--- src/rtl/singlecycle_pkg.sv ---
// Shared types and constants for the LSU request path.
package singlecycle_pkg;

    typedef enum logic {
        ARB_IDLE = 1'b0,
        ARB_BUSY = 1'b1
    } arb_state_e;

    typedef struct packed {
        logic [31:0] addr;
        logic [31:0] wdata;
        logic [3:0]  strb;
        logic        wren;
    } lsu_req_t;

    localparam int LSU_TIMEOUT_DEFAULT = 1024;

    // Watchdog counter width; a disabled watchdog still keeps a 1-bit counter.
    function automatic int tmo_width(int cyc);
        return (cyc > 0) ? $clog2(cyc + 1) : 1;
    endfunction

endpackage

--- src/rtl/rr_arb2.sv ---
// Combinational two-way round-robin picker: ptr names the favoured requester on a tie.
module rr_arb2 (
    input  logic [1:0] req,
    input  logic       ptr,
    output logic [1:0] gnt_onehot,
    output logic       gnt_idx
);

    always_comb begin
        // NOTE: every output gets a default first so no path through the case can infer a latch.
        gnt_idx = 1'b0;
        case (req)
            2'b10:   gnt_idx = 1'b1;
            2'b11:   gnt_idx = ptr;
            default: gnt_idx = 1'b0;
        endcase
        gnt_onehot = (|req) ? (gnt_idx ? 2'b10 : 2'b01) : 2'b00;
    end

endmodule

--- src/rtl/lsu_arbiter.sv ---
// Shares one LSU VALID/READY port between the core (m0) and the debug loader (m1),
// with round-robin fairness, a grant locked per transaction, and a stall watchdog.
module lsu_arbiter
    import singlecycle_pkg::*;
#(
    parameter int TIMEOUT_CYC = LSU_TIMEOUT_DEFAULT
) (
    input  logic        i_clk,
    input  logic        i_rst_n,

    input  logic        i_m0_valid,
    output logic        o_m0_ready,
    input  logic [31:0] i_m0_addr,
    input  logic [31:0] i_m0_wdata,
    input  logic [3:0]  i_m0_strb,
    input  logic        i_m0_wren,
    output logic [31:0] o_m0_rdata,
    output logic        o_m0_err,

    input  logic        i_m1_valid,
    output logic        o_m1_ready,
    input  logic [31:0] i_m1_addr,
    input  logic [31:0] i_m1_wdata,
    input  logic [3:0]  i_m1_strb,
    input  logic        i_m1_wren,
    output logic [31:0] o_m1_rdata,
    output logic        o_m1_err,

    output logic        o_VALID,
    input  logic        i_READY,
    output logic [31:0] o_lsu_addr,
    output logic [31:0] o_st_data,
    output logic [3:0]  o_st_strb,
    output logic        o_lsu_wren,
    input  logic [31:0] i_ld_data
);

    localparam int               TMO_W    = tmo_width(TIMEOUT_CYC);
    localparam logic [TMO_W-1:0] TMO_LAST = TMO_W'(TIMEOUT_CYC - 1);
    localparam logic [TMO_W-1:0] TMO_MAX  = '1;
    localparam logic [TMO_W-1:0] CNT_ONE  = TMO_W'(1);

    arb_state_e       state_q, state_d;
    logic             gnt_q, gnt_d;
    logic             rr_ptr_q, rr_ptr_d;
    logic [TMO_W-1:0] cnt_q, cnt_d;

    lsu_req_t         m_req [2];
    lsu_req_t         bus;
    logic [1:0]       arb_onehot;
    logic             arb_idx;
    logic             sel_valid;
    logic             sel_idx;
    logic             timeout;
    logic             fwd;
    logic             complete;
    logic             resp;
    logic [31:0]      rdata;

    assign m_req[0] = '{addr: i_m0_addr, wdata: i_m0_wdata, strb: i_m0_strb, wren: i_m0_wren};
    assign m_req[1] = '{addr: i_m1_addr, wdata: i_m1_wdata, strb: i_m1_strb, wren: i_m1_wren};

    rr_arb2 u_rr_arb2 (
        .req        ({i_m1_valid, i_m0_valid}),
        .ptr        (rr_ptr_q),
        .gnt_onehot (arb_onehot),
        .gnt_idx    (arb_idx)
    );

    // Once BUSY the grant is locked: the holder stays selected even if it misbehaves.
    assign sel_valid = (state_q == ARB_BUSY) || (|arb_onehot);
    assign sel_idx   = (state_q == ARB_BUSY) ? gnt_q : arb_idx;
    assign timeout   = (TIMEOUT_CYC != 0) && (state_q == ARB_BUSY) && !i_READY
                       && (cnt_q == TMO_LAST);
    assign fwd       = i_rst_n && sel_valid && !timeout;
    assign complete  = fwd && i_READY;
    assign resp      = i_rst_n && (complete || timeout);

    always_ff @(posedge i_clk or negedge i_rst_n) begin
        if (!i_rst_n) begin
            state_q  <= ARB_IDLE;
            gnt_q    <= 1'b0;
            rr_ptr_q <= 1'b0;
            cnt_q    <= '0;
        end else begin
            // NOTE: non-blocking so every register samples pre-edge values, independent of order.
            state_q  <= state_d;
            gnt_q    <= gnt_d;
            rr_ptr_q <= rr_ptr_d;
            cnt_q    <= cnt_d;
        end
    end

    always_comb begin
        state_d  = state_q;
        gnt_d    = gnt_q;
        rr_ptr_d = rr_ptr_q;
        cnt_d    = cnt_q;
        case (state_q)
            ARB_IDLE: begin
                if (complete) begin
                    rr_ptr_d = ~sel_idx;
                end else if (fwd) begin
                    state_d = ARB_BUSY;
                    gnt_d   = sel_idx;
                    cnt_d   = CNT_ONE;
                end
            end
            ARB_BUSY: begin
                if (complete || timeout) begin
                    state_d  = ARB_IDLE;
                    cnt_d    = '0;
                    rr_ptr_d = ~gnt_q;
                end else if (cnt_q != TMO_MAX) begin
                    cnt_d = cnt_q + CNT_ONE;
                end
            end
            default: state_d = ARB_IDLE;
        endcase
    end

    always_comb begin
        bus        = fwd ? m_req[sel_idx] : '0;
        o_VALID    = fwd;
        o_lsu_addr = bus.addr;
        o_st_data  = bus.wdata;
        o_st_strb  = bus.strb;
        o_lsu_wren = bus.wren;

        // A timed-out transaction returns zero data alongside the error flag.
        rdata      = complete ? i_ld_data : '0;
        o_m0_ready = 1'b0;
        o_m0_rdata = '0;
        o_m0_err   = 1'b0;
        o_m1_ready = 1'b0;
        o_m1_rdata = '0;
        o_m1_err   = 1'b0;
        if (resp && !sel_idx) begin
            o_m0_ready = 1'b1;
            o_m0_rdata = rdata;
            o_m0_err   = timeout;
        end
        if (resp && sel_idx) begin
            o_m1_ready = 1'b1;
            o_m1_rdata = rdata;
            o_m1_err   = timeout;
        end
    end

endmodule
--- config.mk ---
export PLATFORM = sky130hd
export DESIGN_NAME = lsu_arbiter
export DESIGN_NICKNAME = d
export VERILOG_FILES = /design/src/rtl/singlecycle_pkg.sv /design/src/rtl/rr_arb2.sv /design/src/rtl/lsu_arbiter.sv
export SDC_FILE = /design/constraint.sdc
export NUM_CORES = 1
export LEC_CHECK = 0
export CAP_MARGIN = 30
export CORE_AREA = 3 3 121 123
export CTS_BUF_LIST = sky130_fd_sc_hd__clkbuf_16
export DETAILED_ROUTE_END_ITERATION = 8
export DIE_AREA = 0 0 124 126
export DONT_BUFFER_PORTS = 1
export PLACE_DENSITY_LB_ADDON = 0.1
export REMOVE_ABC_BUFFERS = 1
export SLEW_MARGIN = 20
export SYNTH_ARGS = -nofsm -noshare
export SYNTH_HDL_FRONTEND = slang
export SYNTH_SLANG_ARGS = --single-unit
--- constraint.sdc ---
create_clock -name i_clk -period 2.2 [get_ports i_clk]
set_clock_uncertainty 0.05 [all_clocks]
set_input_delay 0.44 -clock i_clk [delete_from_list [all_inputs] [get_ports i_clk]]
set_output_delay 0.44 -clock i_clk [all_outputs]
set_load 0.05 [all_outputs]
==> results.sh <==
export IMPL_regArea_sq_um=350
export IMPL_core_area_sq_um=13800
export IMPL_grt_pass1_wl_mm=20.5
export IMPL_area_growth_pct=133
export IMPL_first_pass_iters=5
export IMPL_ios=313
export IMPL_worstRegToRegCells=7
export IMPL_grt_overflow=0
export IMPL_htreeDepth=1
export IMPL_avgSynthCellArea_sq_um=5.31
export IMPL_grt_max_degree=38
export IMPL_cts_max_path_buffers=2
export IMPL_initial_core_util_pct=16.9
export IMPL_rsz0062_at_grt="true"
export IMPL_final_layout_size_suffix_gt1_share_pct=48.4
export IMPL_routed_wl_mm=15.5
export IMPL_worstMarginPinSlew_ns=0.750
export IMPL_clk_pin_slew_ns=0.05
export IMPL_power_density_nw_per_um2=624
export IMPL_synth_cells=439
export IMPL_place_gp_congestion=0.812
export IMPL_drtIter0Drc=137
export IMPL_final_cell_mix="177 x nand2_1, 80 x buf_4, 62 x buf_6"
export IMPL_diodes=0
export IMPL_holdWs_ns=0.363
export IMPL_crit_path_end_kind="primary output"
export IMPL_route_detailed_drc=0
export IMPL_port_buffers=0
export IMPL_critPathRequiredTime_ns=1.71
export IMPL_leakage_nw=2.33
export IMPL_clockPowerShare_pct=10.4
export IMPL_fillerInstances=1417
export IMPL_crit_end="o_lsu_addr[1]"
export IMPL_run_status="finished, violations left"
export IMPL_finalSetupViolations=138
export IMPL_p_seq_share_pct=9.9
export IMPL_start_kind="flop"
export IMPL_finalHoldViolations=0
export IMPL_layout_setup_ws_ns=-0.361
export IMPL_critical_path_class="flop to primary output"
export IMPL_combPwrFrac_pct=79.7
export IMPL_ir_drop_v=0.000423
export IMPL_rows=43
export IMPL_clk_latency_ns=0.25
export IMPL_final_common_cell="nand2_1"
export IMPL_worst_r2r_endpoint="cnt_q[1]$_DFFE_PN0P_"
export IMPL_r2r_slack_ns=0.23
export IMPL_timing_final_crit_share_pct=116
export IMPL_syn_cell_area_sq_um=2330
export IMPL_violations="negative setup slack"
export IMPL_clock_sinks=14
export IMPL_fmax_ghz=0.390
export IMPL_multi_input_area_sq_um=2360
export IMPL_cts_tree="yes"
export IMPL_dieArea_sq_um=15600
export IMPL_vias=3853
export IMPL_slew_violations=0
export IMPL_p_int_mw=1.55
export IMPL_fp_dieH_microns=126
export IMPL_die_w_microns=124
export IMPL_fin_nets=786
export IMPL_ys_seq_area_share_pct=15.0
export IMPL_via_per_inst=4.89
export IMPL_synth_warnings=0
export IMPL_period_needed_ns=2.56
export IMPL_relSlewSlack_pct=49.8
export IMPL_hold_class="primary input to flop"
export IMPL_yosys_register_bits=14
export IMPL_root_buffer="clkbuf_16"
export IMPL_switching_share_pct=54.3
export IMPL_startpoint="cnt_q[0]$_DFFE_PN0P_"
export IMPL_cts_inserted_buffers=3
export IMPL_setup_tns_ns=-31.82
export IMPL_crit_fanout=13
export IMPL_dpl_hpwl_mm=10.7
export IMPL_detail_route_antenna_nets=0
export IMPL_critPathArrivalTime_ns=2.07
export IMPL_grt_usage_pct=16.8
export IMPL_grt_antenna_before_repair=0
export IMPL_yosysUniqueCellTypes=44
export IMPL_wl_per_cell_microns=19.7
export IMPL_p_switching_mw=1.84
export IMPL_grt_pass1_vias=3582
export IMPL_drv_cap=0
export IMPL_r2r_start="cnt_q[0]$_DFFE_PN0P_"
## power by group through the flow
stage	Sequential [mW]	Clock [mW]	Combinational [mW]
after floorplan	0.344	0	1.37
after global placement	0.330	0	2.07
after detailed placement	0.330	0	2.09
after CTS	0.329	0.354	2.48
after global routing	0.339	0.367	2.85
final	0.335	0.353	2.70
## worst max-delay path: stages, from the launching register on
cell and delay (ns):
dfrtp_1 0.35, ha_2 0.19, nand3_2 0.08, or4_4 0.59, nand2_8 0.17, buf_12 0.16, a21oi_1 0.07, buf_4 0.20
## routing by layer
metal / wire, microns / up-vias / share of wire [%] / track usage (%)
li1: - / 1791 / - / -
met2: 8220 / 176 / 53 / 31.8
met4: 388 / 0 / 2.5 / 4.57
met5: 0 / - / 0 / 0
met3: 1120 / 25 / 7.2 / 2.69
met1: 5800 / 1861 / 37 / 19.0
## per-stage QoR
step | total power [mW] | setup slack [ns] | cells | instance area (sq um) | utilization (%)
2_1_floorplan | 1.71 | -5.72 | 403 | 2130 | -
3_3_place_gp | 2.40 | -0.128 | 751 | 3740 | 27.2
3_5_place_dp | 2.42 | -0.129 | 751 | 3740 | 27.2
4_1_cts | 3.16 | -0.339 | 776 | 4710 | 34.2
5_1_grt | 3.56 | -0.414 | 788 | 5430 | 39.4
6_report | 3.38 | -0.361 | 788 | 5430 | 39.4
## Yosys cell counts
library cell	instances	area share, %
clkbuf_1	20	3.2
and3_1	1	0.27
buf_1	1	0.16
o2bb2ai_1	2	0.75
inv_1	5	0.80
or3_4	1	0.48
o41ai_1	1	0.38
a21o_1	1	0.32
a32o_1	1	0.43
a32oi_1	2	0.75
o31a_1	2	0.75
nand4b_1	1	0.38
a21boi_0	1	0.32
nor4_1	1	0.27
or4_4	1	0.48
ha_1	1	0.54
a21oi_1	72	15
o21ai_0	3	0.64
xnor2_1	2	0.75
nand2_2	1	0.27
mux2_2	1	0.48
a22oi_1	1	0.32
a211o_1	1	0.38
dfrtp_1	14	15
nand3_1	7	1.5
nor2_1	76	12
o211ai_1	2	0.64
o2111ai_1	2	0.75
o31ai_1	1	0.32
a2bb2oi_1	1	0.38
nor2b_1	1	0.27
nand2_1	182	29
nor4_4	1	0.91
and2_1	1	0.27
o22a_1	1	0.38
a31oi_1	3	0.80
buf_2	7	1.5
buf_6	8	3.9
a22o_1	1	0.38
a211oi_1	1	0.32
o21a_1	1	0.32
nand4_4	1	0.91
o41a_1	1	0.48
nor3_1	4	0.86
## final cells by class
type | instances | share of cell area, %
well taps | 180 | 4.15
flip-flops and latches | 14 | 6.46
repair buffers | 202 | 44.2
inverters | 5 | 0.346
clock buffers | 3 | 1.38
multi-input cells | 384 | 43.5
## worst min path at each step
stage,startpoint,slack (ns),cells after the start,endpoint
final,i_READY,0.36,3,gnt_q$_DFFE_PN0P_
after global routing,i_READY,0.38,3,gnt_q$_DFFE_PN0P_
after CTS,i_READY,0.36,3,gnt_q$_DFFE_PN0P_
after detailed placement,i_rst_n,0.1,0,cnt_q[2]$_DFFE_PN0P_
after global placement,i_rst_n,0.1,0,cnt_q[2]$_DFFE_PN0P_
after floorplan,i_rst_n,0.09,0,cnt_q[0]$_DFFE_PN0P_
## cells by family after synthesis
logic type | Yosys count | synth area share, %
adders and majority gates | 1 | 0.536
muxes | 1 | 0.483
buffers and inverters | 41 | 9.55
AOI/OAI and AO/OA | 101 | 25.3
DFF | 14 | 15.0
and+or+nand+nor | 279 | 48.4
xor gates and xnor gates | 2 | 0.751
## repair_timing
item,CTS,global route
setup buffers,11,11
endpoints found under the setup margin,138,138
pin swaps,22,37
cloned,10,5
gates resized for setup,134,159
endpoints found under the hold margin,14,0
hold buffers,1,0
## flip-flops by register name (all words and copies together), names as in the netlist
name      flops
state_q       1
rr_ptr_q      1
cnt_q        11
gnt_q         1
Note: power is estimated with default switching activity, not from simulation.
